--- config.mk ---
export PLATFORM = sky130hd
export DESIGN_NAME = ice_msg_parser
export DESIGN_NICKNAME = d
export VERILOG_FILES = /design/src/rtl/ice_parser_pkg.sv /design/src/rtl/ice_byte_fifo.sv /design/src/rtl/ice_msg_parser.sv
export SDC_FILE = /design/constraint.sdc
export NUM_CORES = 1
export LEC_CHECK = 0
export CORE_ASPECT_RATIO = 0.9
export CORE_UTILIZATION = 45
export DETAILED_ROUTE_END_ITERATION = 8
export SLEW_MARGIN = 20
export SYNTH_ARGS = -nofsm -noshare
export SYNTH_HDL_FRONTEND = slang
export SYNTH_SLANG_ARGS = --single-unit
--- constraint.sdc ---
create_clock -name clk -period 2.4 [get_ports clk]
set_input_delay 0.36 -clock clk [delete_from_list [all_inputs] [get_ports clk]]
set_output_delay 0.36 -clock clk [all_outputs]
set_load 0.05 [all_outputs]
--- src/rtl/ice_parser_pkg.sv ---
// ice_parser_pkg: shared definitions for the ICE host message parser.
//   - parser FSM state encoding
//   - header field byte offsets (TYPE=0, ID=1, LEN=2)
//   - default idle timeout in clocks
package ice_parser_pkg;

  localparam int HDR_TYPE_OFS = 0;
  localparam int HDR_ID_OFS   = 1;
  localparam int HDR_LEN_OFS  = 2;

  localparam int DEF_TIMEOUT_CYCLES = 20000;

  // Header states are numbered by the offset of the header byte they expect,
  // so the state value doubles as the header byte index.
  typedef enum logic [1:0] {
    ST_IDLE    = 2'(HDR_TYPE_OFS),
    ST_ID      = 2'(HDR_ID_OFS),
    ST_LEN     = 2'(HDR_LEN_OFS),
    ST_PAYLOAD = 2'd3
  } state_t;

endpackage

--- src/rtl/ice_byte_fifo.sv ---
// ice_byte_fifo: synchronous byte FIFO for the parser payload path.
//   clk, reset_n : clock, async active-low reset (empties the FIFO)
//   push, din    : write request and data; dropped when full unless a pop
//                  happens on the same edge
//   pop          : read request; ignored when empty
//   flush        : discard all entries (wins over push/pop)
//   dout         : head byte, 0 while empty
//   full, empty  : occupancy flags
// FIFO_DEPTH must be a power of two; pointers carry one extra wrap bit.
module ice_byte_fifo #(
  parameter int FIFO_DEPTH = 16
) (
  input  logic       clk,
  input  logic       reset_n,
  input  logic       push,
  input  logic       pop,
  input  logic       flush,
  input  logic [7:0] din,
  output logic [7:0] dout,
  output logic       full,
  output logic       empty
);

  localparam int          AW      = $clog2(FIFO_DEPTH);
  localparam logic [AW:0] PTR_ONE = (AW+1)'(1);

  logic [AW:0] wr_ptr, rd_ptr;
  logic [7:0]  mem [FIFO_DEPTH];
  logic        do_push, do_pop;

  assign empty = (wr_ptr == rd_ptr);
  assign full  = (wr_ptr[AW] != rd_ptr[AW]) &&
                 (wr_ptr[AW-1:0] == rd_ptr[AW-1:0]);

  // A pop on the same edge frees the slot, so a full FIFO still accepts.
  assign do_pop  = pop && !empty;
  assign do_push = push && (!full || do_pop);

  always_ff @(posedge clk or negedge reset_n) begin
    if (!reset_n) begin
      wr_ptr <= '0;
      rd_ptr <= '0;
    end else if (flush) begin
      wr_ptr <= '0;
      rd_ptr <= '0;
    end else begin
      if (do_push) wr_ptr <= wr_ptr + PTR_ONE;
      if (do_pop)  rd_ptr <= rd_ptr + PTR_ONE;
    end
  end

  always_ff @(posedge clk) begin
    if (do_push && !flush) mem[wr_ptr[AW-1:0]] <= din;
  end

  // Storage is not reset; masking keeps the head byte at 0 when empty.
  assign dout = empty ? 8'h00 : mem[rd_ptr[AW-1:0]];

endmodule

--- src/rtl/ice_msg_parser.sv ---
// ice_msg_parser: splits the UART byte stream into ICE frames
// (type, id, len header followed by len payload bytes).
//   clk, reset_n        : clock, async active-low reset
//   rx_data, rx_latch   : received byte and its one-cycle strobe
//   hdr_type/id/len     : header fields, held until the next frame start
//   hdr_valid           : pulse, header complete
//   pl_data, pl_valid   : payload FIFO head / not empty
//   pl_ready            : pop the head byte
//   frame_end           : pulse, last payload byte written
//   frame_ovf           : with frame_end, some payload byte was dropped
//   frame_abort         : pulse, frame aborted by the idle timeout
// Build option: define ICE_PARSER_TIMEOUT_EN to include the mid-frame idle
// timeout; without it frame_abort is 0 and frames wait indefinitely.
module ice_msg_parser
  import ice_parser_pkg::*;
#(
  parameter int FIFO_DEPTH     = 16,
  parameter int TIMEOUT_CYCLES = DEF_TIMEOUT_CYCLES
) (
  input  logic       clk,
  input  logic       reset_n,
  input  logic [7:0] rx_data,
  input  logic       rx_latch,
  output logic [7:0] hdr_type,
  output logic [7:0] hdr_id,
  output logic [7:0] hdr_len,
  output logic       hdr_valid,
  output logic [7:0] pl_data,
  output logic       pl_valid,
  input  logic       pl_ready,
  output logic       frame_end,
  output logic       frame_ovf,
  output logic       frame_abort
);

  state_t     state, state_nxt;
  logic       cap_type, cap_id, cap_len, pl_push, last;
  logic [7:0] rem_cnt;
  logic       ovf_flag;
  logic       fifo_full, fifo_empty;
  logic       drop;
  logic       timeout;

  // ---------------------------------------------------------------- FSM
  always_ff @(posedge clk or negedge reset_n) begin
    if (!reset_n) state <= ST_IDLE;
    else          state <= state_nxt;
  end

  always_comb begin
    state_nxt = state;
    cap_type  = 1'b0;
    cap_id    = 1'b0;
    cap_len   = 1'b0;
    pl_push   = 1'b0;
    last      = 1'b0;
    if (rx_latch) begin
      case (state)
        ST_IDLE: begin
          cap_type  = 1'b1;
          state_nxt = ST_ID;
        end
        ST_ID: begin
          cap_id    = 1'b1;
          state_nxt = ST_LEN;
        end
        ST_LEN: begin
          cap_len = 1'b1;
          if (rx_data == 8'd0) begin
            last      = 1'b1;
            state_nxt = ST_IDLE;
          end else begin
            state_nxt = ST_PAYLOAD;
          end
        end
        ST_PAYLOAD: begin
          pl_push = 1'b1;
          if (rem_cnt == 8'd1) begin
            last      = 1'b1;
            state_nxt = ST_IDLE;
          end
        end
        default: state_nxt = ST_IDLE;
      endcase
    end else if (timeout) begin
      state_nxt = ST_IDLE;
    end
  end

  // ------------------------------------------------------- header/counter
  always_ff @(posedge clk or negedge reset_n) begin
    if (!reset_n) begin
      hdr_type <= 8'h00;
      hdr_id   <= 8'h00;
      hdr_len  <= 8'h00;
      rem_cnt  <= 8'h00;
    end else begin
      if (cap_type) hdr_type <= rx_data;
      if (cap_id)   hdr_id   <= rx_data;
      if (cap_len) begin
        hdr_len <= rx_data;
        rem_cnt <= rx_data;
      end else if (pl_push) begin
        rem_cnt <= rem_cnt - 8'd1;
      end
    end
  end

  // A byte is lost only if the FIFO is full and the consumer is not
  // draining it on this same edge.
  assign drop = pl_push && fifo_full && !(pl_ready && !fifo_empty);

  always_ff @(posedge clk or negedge reset_n) begin
    if (!reset_n) begin
      ovf_flag  <= 1'b0;
      hdr_valid <= 1'b0;
      frame_end <= 1'b0;
      frame_ovf <= 1'b0;
    end else begin
      if (cap_type)  ovf_flag <= 1'b0;
      else if (drop) ovf_flag <= 1'b1;
      hdr_valid <= cap_len;
      frame_end <= last;
      // Include a drop on the final byte itself.
      frame_ovf <= last && (ovf_flag || drop);
    end
  end

  // -------------------------------------------------------------- timeout
`ifdef ICE_PARSER_TIMEOUT_EN
  localparam int          TW     = $clog2(TIMEOUT_CYCLES + 1);
  localparam logic [TW-1:0] TO_MAX = TW'(TIMEOUT_CYCLES);

  logic [TW-1:0] idle_cnt;

  // rx_latch takes priority: a byte on the expiry edge keeps the frame alive.
  assign timeout = (state != ST_IDLE) && !rx_latch && (idle_cnt == TO_MAX);

  always_ff @(posedge clk or negedge reset_n) begin
    if (!reset_n) begin
      idle_cnt    <= '0;
      frame_abort <= 1'b0;
    end else begin
      if (rx_latch || state == ST_IDLE) idle_cnt <= '0;
      else if (idle_cnt != TO_MAX)      idle_cnt <= idle_cnt + TW'(1);
      frame_abort <= timeout;
    end
  end
`else
  assign timeout     = 1'b0;
  assign frame_abort = 1'b0;
`endif

  // ----------------------------------------------------------------- FIFO
  ice_byte_fifo #(
    .FIFO_DEPTH(FIFO_DEPTH)
  ) u_fifo (
    .clk    (clk),
    .reset_n(reset_n),
    .push   (pl_push),
    .pop    (pl_ready),
    .flush  (timeout),
    .din    (rx_data),
    .dout   (pl_data),
    .full   (fifo_full),
    .empty  (fifo_empty)
  );

  assign pl_valid = !fifo_empty;

endmodule

Word level (Yosys, flattened, before mapping)
Memories as Yosys holds them, arrays and structs flattened.
Index checks and enable logic that the tools add are counted.
- add/subtract/negate cells: 3
- multiply operators: 0
- divide/modulo/power cells: 0
- $lt $le $gt $ge: 0
- eq/ne operators: 8
- shift operators: 0
- multiplexer cells: 22
- bitwise operators: 0
- reductions and logical operators: 16
- operator list (cell ; number):
    $mux W8 ; 3
    $mux W1 ; 15
    $add A5 B1 Y5 const B ; 2
    $eq A8 B1 Y1 const B ; 1
    $logic_not A8 Y1 ; 1
    $pmux W2 S4 ; 1
    $sub A8 B1 Y8 const B ; 1
    $logic_and A1 B1 Y1 ; 6
    $eq A5 B5 Y1 ; 1
    $eq A2 B2 Y1 const B ; 2
    $eq A4 B4 Y1 ; 1
    $mux W2 ; 2
    $reduce_bool A2 Y1 ; 2
    $logic_not A1 Y1 ; 3
    $eq A2 B1 Y1 const B ; 1
    $logic_not A2 Y1 ; 1
    $logic_or A1 B1 Y1 ; 2
    $ne A2 B2 Y1 const B ; 1
    $pmux W1 S2 ; 1
    $reduce_and A2 Y1 ; 1
    $ne A1 B1 Y1 ; 1
- register bits: 48
- bits in latches: 0
- RAM bits: 128
- memory bits (read-only): 0
- output and inout port bits: 37
- logic and storage cells: 61
- memories: 1
- memories (memory ; words ; bits a word ; read ports ; clocked after Yosys merged registers in ; wr ports ; line ; source):
    u_fifo.mem ; 16 ; 8 ; 1 ; 0 ; 1 ; ice_byte_fifo.sv:28 ; logic [7:0] mem [FIFO_DEPTH];

Logic depth before layout (Yosys ltp)
Gate-level depths: netlist of the first run.
- depth after elaboration: 7
- depth in mapped cells: 7
- gate-level depth less buffers: 6

Cells and area by module
Synthesis of the first run repeated with hierarchy kept, for this count alone.
- cells, all modules: 452
- area total of the unflattened synthesis: 7343.3 um^2
- by module, submodules not included (module ; instances ; cells each ; area each (um^2) ; seq. area each (um^2)):
    ice_byte_fifo ; 1 ; 292 ; 5579.1 ; 4093.9
    ice_msg_parser ; 1 ; 160 ; 1764.2 ; 950.9

Worst setup path before layout of the first run
OpenSTA, ideal clock, no wires.
- path kind: register to output
- from: register u_fifo.rd_ptr[1]
- to: output port pl_data[3]
- arrival: 1.973 ns
- data required time: 2.040 ns
- setup slack: 0.067 ns
- stages on the path, launching flop included: 6
- path buffers: 2
- cells stage by stage: dfrtp_1 -> buf_2 -> clkbuf_1 -> mux4_2 -> a22oi_1 -> a21oi_1
- cells in the longest elaborated chain, start to end: 2
- elaborated cells between the ends (all ways): 3
- ends and longest elaborated chain (what ; line ; source):
    start, declared ; ice_byte_fifo.sv:27 ; logic [AW:0] wr_ptr, rd_ptr;
    start signal, assigned ; ice_byte_fifo.sv:48 ; if (do_pop) rd_ptr <= rd_ptr + PTR_ONE;
    $mem_v2 Z16 W8 / $eq A5 B5 Y1 (equally long branches) ; n/a ;
    $mux W8 (*) ; ice_byte_fifo.sv:57 ; assign dout = empty ? 8'h00 : mem[rd_ptr[AW-1:0]];
    end, declared ; ice_msg_parser.sv:28 ; output logic [7:0] pl_data,
Mark *: on every way between the ends. The rest lies on a longest branch, timed or not.

Final worst setup path of the first run
- from: register u_fifo.rd_ptr[0]
- to: output port pl_data[1]
Same word-level chain as after synthesis.

==> summary.md, run 1 <==
| Metric | Value |
|---|---|
| GPL Wtd Cong | `0.8018` |
| CTS Root Cell | `clkbuf_16` |
| Num CTS Buffers | `17` |
| RSZ-0062 raised after global routing | `yes` |
| Crit-path max FO | `17` |
| Achievable Freq | `between 0.3 and 0.4 GHz` |
| Drt total wl | `between 15 and 20 mm` |
| Cell accounting for the most synthesized area | `edfxtp_1` |
| Die Wd | `135.4 µm` |
| Post-Place Cell Area | `a little over 8000 µm²` |
| Initial antenna violation count | `1` |
| Vias in the first global route | `just over 4000` |
| CTS H-tree lvls | `4` |
| Critical Path AT | `about 2.2 ns` |
| Share of flip-flops with an asynchronous set or reset | `a little over a quarter` |
| Worst Path Buf+Inv | `2` |
| Worst path max stage delay | `about 0.53 ns` |
| First-pass GRT wire length | `between 20 and 25 mm` |
| CTS tree | `yes` |
| Crit-path leading delay family | `multiplexers` |
| Via count | `4030` |
| Drt wl/cell | `around 22 µm` |
| Max-Cap Viols | `0` |
| Area Overhead vs Synth | `22.45%` |
| Starting Density | `approximately 46%` |
| Min-delay worst type | `input pin to asynchronous set/reset pin` |
| Post-route cell area | `8831 µm²` |
| Most used flip-flop cell after synthesis | `edfxtp_1` |
| Static leakage | `3.282 nW` |
| Clock transition at path regs | `approximately 0.070 ns` |
| I/O Buffers | `47` |
| Max_slew headroom | `57.62%` |
| Synth area leaders | `edfxtp_1, dfrtp_1, mux4_2` |
| Initial drt markers | `~410` |
| Status | `finished, violations left` |
| Yosys warning total | `0` |
| Drt pass-1 iters | `4` |
| Storage cell area | `slightly above 5000 µm²` |
| Post-synthesis sequential area ratio | `about 70%` |
| Nets | `approximately 540` |
| Final Critical Period | `2.532 ns` |
| Worst Setup Slack, final | `-0.1317 ns` |
| Multi-input logic area | `between 2000 and 2500 µm²` |
| GRT Overall Usage | `a little over a fifth` |
| Post-DP HPWL | `~10 mm` |
| Reg-to-reg slack, setup | `between 0.15 and 0.2 ns` |
| Largest net degree at the start of global routing | `35` |
| Critical Path RT | `2.04 ns` |
| Period utilisation layout | `105.5%` |
| Synthesized instance count | `~430` |
| Antenna-violating nets left | `0` |
| Worst-Skew Late Latency | `around 0.42 ns` |
| Syn_area_per_cell | `about 17 µm²` |
| Number of synthesized flops with an enable pin | `128` |
| Failing checks | `negative setup slack` |
| Peak supply drop | `about 0.74 mV` |
| Layout cells sized above 1 | `28.52%` |
| Setup TNS | `-0.9163 ns` |
| Seq cells post-synth | `176` |
| Fin. Hold Viols | `0` |
| Top Ports | `between 40 and 50` |
| CP Capture Type | `output pin` |
| Post-synth top area share | `a little over half` |
| Netlist cell types | `43` |
| Row cnt | `43` |
| DRC errors left | `0` |
| ANT cells | `0` |
| Layout Skew | `around 0.0089 ns` |
| Worst Setup Start Kind | `flop` |
| Total power | `11.84 mW` |
| Die ar. | `~17000 µm²` |
| Pwr/cell area | `about 1300 nW/µm²` |
| Die height | `~120 µm` |
| CTS sink cnt | `approximately 180` |
| Slew Limit Fails | `0` |
| Slowest stage cell, crit path | `mux4_2` |
| Worst-Margin Slew | `0.6333 ns` |
| Core area | `between 15000 and 20000 µm²` |
| Fillers | `between 1000 and 1500` |
| Syn Nets | `452` |
| Worst Path Class, Setup | `flop to output pin` |
| Final setup fails | `9` |
| Mapped Area | `roughly 7200 µm²` |
| Vias per inst | `roughly 5.5` |
| Worst-path cell chain | `buf_12 > mux4_2 > a22oi_2 > a21oi_2 > buf_4` |
| CTS max path bufs | `2` |
| Grt ovf | `0` |
==> worst paths after layout <==
check                      cells after the start          endpoint        startpoint
min in group clk                               2        hdr_len[2]        hdr_len[2]
max reg2reg                                    8  u_fifo.mem[9][3]  u_fifo.rd_ptr[0]
max in group asynchronous                      3  u_fifo.wr_ptr[0]           reset_n
min reg2reg                                    2        hdr_len[2]        hdr_len[2]
max                                            5        pl_data[1]  u_fifo.rd_ptr[0]
min                                            2        hdr_len[0]           reset_n
==> final cells by class <==
class / instances / area share (%)
Tap cell: 202 / 2.862
Sequential cell: 176 / 57.14
Timing Repair Buffer: 93 / 9.847
Clock inverter: 9 / 0.8076
Clock buffer: 23 / 5.681
Multi-Input combinational cell: 226 / 23.41
Inverter: 6 / 0.2550
==> cells in the mapped netlist, types with 2 or more instances <==
master	number
nor2_1	7
a21boi_2	2
nor2b_1	4
o21ai_0	6
nor4_1	5
mux4_2	31
inv_1	5
dfrtp_1	48
nand3_1	9
buf_2	7
edfxtp_1	128
a21oi_1	23
nand2_1	38
o22ai_1	5
nand4_1	2
buf_4	2
nand2b_1	3
mux2i_1	3
buf_6	2
and2_1	7
ha_1	7
xor2_1	11
clkbuf_1	13
mux2_2	17
and3_1	15
a22oi_1	16
==> cells in the final DEF (no fill, tap or decap), drive strengths merged, types with 11 or more instances in the layout <==
cell type      instances
a22oi                 16
dfrtp                 48
edfxtp               128
and3                  15
nand2                 38
clkbuf                23
a21oi                 23
buf                   55
xor2                  11
clkdlybuf4s50         37
mux2                  18
mux4                  32
==> repair_timing <==
| item | in CTS | in global routing |
|---|---|---|
| setup buffers | 2 | 4 |
| gates resized for setup | 11 | 3 |
| endpoints found under the setup margin | 9 | 9 |
| endpoints found under the hold margin | 25 | 0 |
| pin swaps | 2 | 0 |
| cloned | 0 | 0 |
| hold buffers | 1 | 0 |
==> power by group <==
group / switching, mW / internal [mW] / total [mW]
clock network: 1.13 / 1.49 / 2.62
logic: 2.95 / 2.03 / 4.98
registers: 0.395 / 3.85 / 4.24
total: 4.48 / 7.37 / 11.8
==> cell families after synthesis <==
family / after synthesis / synth area share (%)
multiplexers: 53 / 13.32
AO/OA/AOI/OAI: 56 / 4.823
XOR/XNOR: 13 / 1.839
flip-flops: 176 / 69.95
adder cells (fa/ha/maj): 7 / 1.214
buffers and inverters: 31 / 2.047
other: 1 / 0.05200
AND/OR/NAND/NOR: 96 / 6.749
==> per-stage QoR <==
step	std cells	util (%)	worst slack, ns	hold slack (ns)
5_1_grt	735	56.80	-0.2485	0.5111
6_report	735	56.80	-0.1317	0.4767
2_1_floorplan	433	-	0.06745	0.06441
3_3_place_gp	696	52.35	0.2077	0.4099
3_5_place_dp	696	52.35	0.1467	0.4104
4_1_cts	731	56.54	-0.1823	0.4814
==> state kept, by name (all words and copies together) (netlist names) <==
name,count
frame_ovf,1
hdr_id,8
u_fifo.mem,128
state,2
ovf_flag,1
rem_cnt,8
u_fifo.wr_ptr,5
hdr_type,8
frame_end,1
hdr_len,8
u_fifo.rd_ptr,5
hdr_valid,1
==> layer usage <==
| layer | GRT usage (%) | vias to the layer above | part of all wire, % |
|---|---|---|---|
| li1 | - | 1843 | - |
| met1 | 29.32 | 2047 | 45 |
| met2 | 31.76 | 120 | 47 |
| met3 | 6.159 | 18 | 6.4 |
| met4 | 7.163 | 2 | 1.8 |
| met5 | 0 | - | 0.082 |
No activity file was read; power rests on OpenSTA's default activity.
==> run 2: changes to the inputs <==
CORE_MARGIN = 4   (was unset)
==> summary.md, run 2 (synthesized netlist as in run 1, its figures left out) <==
| Metric | Value |
|---|---|
| Status | `finished, violations left (unchanged)` |
| Failing checks | `negative setup slack (unchanged)` |
| Achievable Freq | `0.3920 GHz (was 0.3950 GHz)` |
| Worst Setup Start Kind | `flop (unchanged)` |
| Worst Path Buf+Inv | `3 (was 2)` |
| Largest net degree at the start of global routing | `27 (was 35)` |
| Starting Density | `46.38% (unchanged)` |
| Min-delay worst type | `input pin to asynchronous set/reset pin (unchanged)` |
| Final setup fails | `8 (was 9)` |
| RSZ-0062 raised after global routing | `yes (unchanged)` |
| Top Ports | `49 (unchanged)` |
| Drt total wl | `17.48 mm (was 15.88 mm)` |
| R2r endpoint | `u_fifo.mem[9][1] (was u_fifo.mem[9][3])` |
| Area Overhead vs Synth | `25.57% (was 22.45%)` |
| Worst-Skew Late Latency | `0.43 ns (was 0.42 ns)` |
| GPL Wtd Cong | `0.8081 (was 0.8018)` |
| CP Capture Type | `output pin (unchanged)` |
| Pre-CTS WS | `0.1924 ns (was 0.1467 ns)` |
| R2r startpoint | `u_fifo.rd_ptr[0] (unchanged)` |
| Peak supply drop | `1.124 mV (was 0.7377 mV)` |
| Critical Path AT | `2.19 ns (was 2.17 ns)` |
| DRC errors left | `0 (unchanged)` |
| Worst-path cell chain | `buf_4 > buf_12 > mux4_2 > a22oi_1 > a21oi_1 > buf_4 (was buf_12 > mux4_2 > a22oi_2 > a21oi_2 > buf_4)` |
| Max reg flops | `128 (unchanged)` |
| Static leakage | `3.377 nW (was 3.282 nW)` |
| Core area | `15550 µm² (unchanged)` |
| Initial drt markers | `446 (was 412)` |
| Die height | `128.1 µm (was 122.1 µm)` |
| Reg-to-reg slack, setup | `0.11 ns (was 0.18 ns)` |
| CTS sink cnt | `176 (unchanged)` |
| Drt pass-1 iters | `4 (unchanged)` |
| Row cnt | `43 (unchanged)` |
| Worst hold slack | `0.4791 ns (was 0.4767 ns)` |
| Most used cell, CP | `buf_4` |
| Grt ovf | `0 (unchanged)` |
| Setup TNS | `-0.9453 ns (was -0.9163 ns)` |
| Worst path max stage delay | `0.49 ns (was 0.53 ns)` |
| Crit-path leading delay family | `multiplexers (unchanged)` |
| Clock transition at path regs | `0.07 ns (about the same)` |
| Vias in the first global route | `4192 (was 4155)` |
| Post-route cell area | `9056 µm² (was 8831 µm²)` |
| Crit-path max FO | `8 (was 17)` |
| Antenna-violating nets left | `0 (unchanged)` |
| Via count | `4235 (was 4030)` |
| Initial antenna violation count | `0 (was 1)` |
| Drt wl/cell | `23.41 µm (was 21.61 µm)` |
| Layout cells sized above 1 | `30.64% (was 28.52%)` |
| Commonest non-fill, non-tap cell in the layout | `edfxtp_1 (unchanged)` |
| Most frequent cells in the layout | `edfxtp_1, buf_4, dfrtp_1 (was edfxtp_1, dfrtp_1, buf_4)` |
| Worst Setup Slack, final | `-0.1512 ns (was -0.1317 ns)` |
| Final Critical Period | `2.551 ns (was 2.532 ns)` |
| Post-DP HPWL | `11.28 mm (was 10.44 mm)` |
| CTS Root Cell | `clkbuf_16 (unchanged)` |
| Die Wd | `141.4 µm (was 135.4 µm)` |
| Max-Cap Viols | `0 (unchanged)` |
| Fin. Hold Viols | `0 (unchanged)` |
| CTS max path bufs | `2 (unchanged)` |
| FF-to-FF path depth | `9 (was 8)` |
| Layout Skew | `0.02080 ns (was 0.008873 ns)` |
| Worst Path Class, Setup | `flop to output pin (unchanged)` |
| Util after Layout | `58.24% (was 56.80%)` |
| ANT cells | `0 (unchanged)` |
| Num CTS Buffers | `17 (unchanged)` |
| CTS H-tree lvls | `4 (unchanged)` |
| Period utilisation layout | `106.3% (was 105.5%)` |
| Pwr/cell area | `1401 nW/µm² (was 1341 nW/µm²)` |
| First-pass GRT wire length | `26.11 mm (was 24.61 mm)` |
| Slew Limit Fails | `0 (unchanged)` |
| Max_slew headroom | `60.34% (was 57.62%)` |
| I/O Buffers | `47 (unchanged)` |
| Post-Place Cell Area | `8129 µm² (was 8139 µm²)` |
| Vias per inst | `5.669 (was 5.483)` |
| CTS tree | `yes (unchanged)` |
| GRT Overall Usage | `19.88% (was 21.07%)` |
| Critical Path RT | `2.04 ns (about the same)` |
| Worst-Margin Slew | `0.5949 ns (was 0.6333 ns)` |
| Die ar. | `18120 µm² (was 16540 µm²)` |
| Slowest stage cell, crit path | `mux4_2 (unchanged)` |
| Nets | `551 (was 539)` |
-- run 2: cell types whose count changed in the layout (fill, tap and decap cells not counted), moves of 3 or more --
cell,previous run,this run
bufinv_16,0,6
clkinv_1,1,4
clkinv_4,5,0
buf_4,47,55
inv_4,3,0
clkinvlp_4,0,3
-- run 2: power breakdown --
| part | total (mW) | internal [mW] | switching (mW) |
|---|---|---|---|
| Clock | 3.10 | 1.95 | 1.15 |
| Sequential | 4.25 | 3.85 | 0.398 |
| Combinational | 5.34 | 2.22 | 3.12 |
| Total | 12.7 | 8.02 | 4.66 |
-- run 2: worst register-to-register path: stages (launching register included) --
cell and delay (ns):
dfrtp_2 0.43, buf_4 0.16, clkbuf_16 0.16, xor2_1 0.18, nor4_4 0.24, buf_4 0.24
a21boi_2 0.08, buf_4 0.18, and3_1 0.21, buf_4 0.17
-- run 2: how the worst max path moves through the flow --
stage	from	end	slack [ns]	cells after the start
2_1_floorplan	u_fifo.rd_ptr[1]	pl_data[3]	0.07	5
3_3_place_gp	u_fifo.rd_ptr[0]	u_fifo.mem[9][4]	0.23	8
3_5_place_dp	rx_latch	u_fifo.mem[1][7]	0.19	5
4_1_cts	u_fifo.rd_ptr[0]	pl_data[6]	-0.13	6
6_report	u_fifo.rd_ptr[0]	pl_data[1]	-0.15	6
5_1_grt	u_fifo.rd_ptr[0]	pl_data[6]	-0.20	6
-- run 2: per-stage QoR --
stage          power, mW  std cells
6_report           12.68        747
5_1_grt            13.26        747
4_1_cts            12.40        737
3_5_place_dp       9.100        698
3_3_place_gp       9.042        698
2_1_floorplan      7.513        433
-- run 2: final cells by class --
type                    instances  area, µm²
flip-flops and latches        176       5046
clock inverters                15      239.0
fillers                      1183       6492
multi-input cells             227       2098
clock buffers                  17      425.4
inverters                       6      22.52
repair buffers                104      972.2
well taps                     202      252.7
-- run 2: what timing repair did --
action / in CTS / in global routing
hold endpoints to repair: 22 / 0
cloned: 0 / 2
pin swaps: 1 / 10
resized for setup: 13 / 13
hold buffers: 1 / 0
buffers inserted: 6 / 8
endpoints found under the setup margin: 9 / 9
-- run 2: per-layer routing --
layer	vias up	share of wire [%]	global-route usage (%)
met1	2183	44	29.00
met3	9	7.1	5.819
met2	171	47	29.95
met4	0	1.0	4.515
met5	-	0	0
li1	1872	-	-
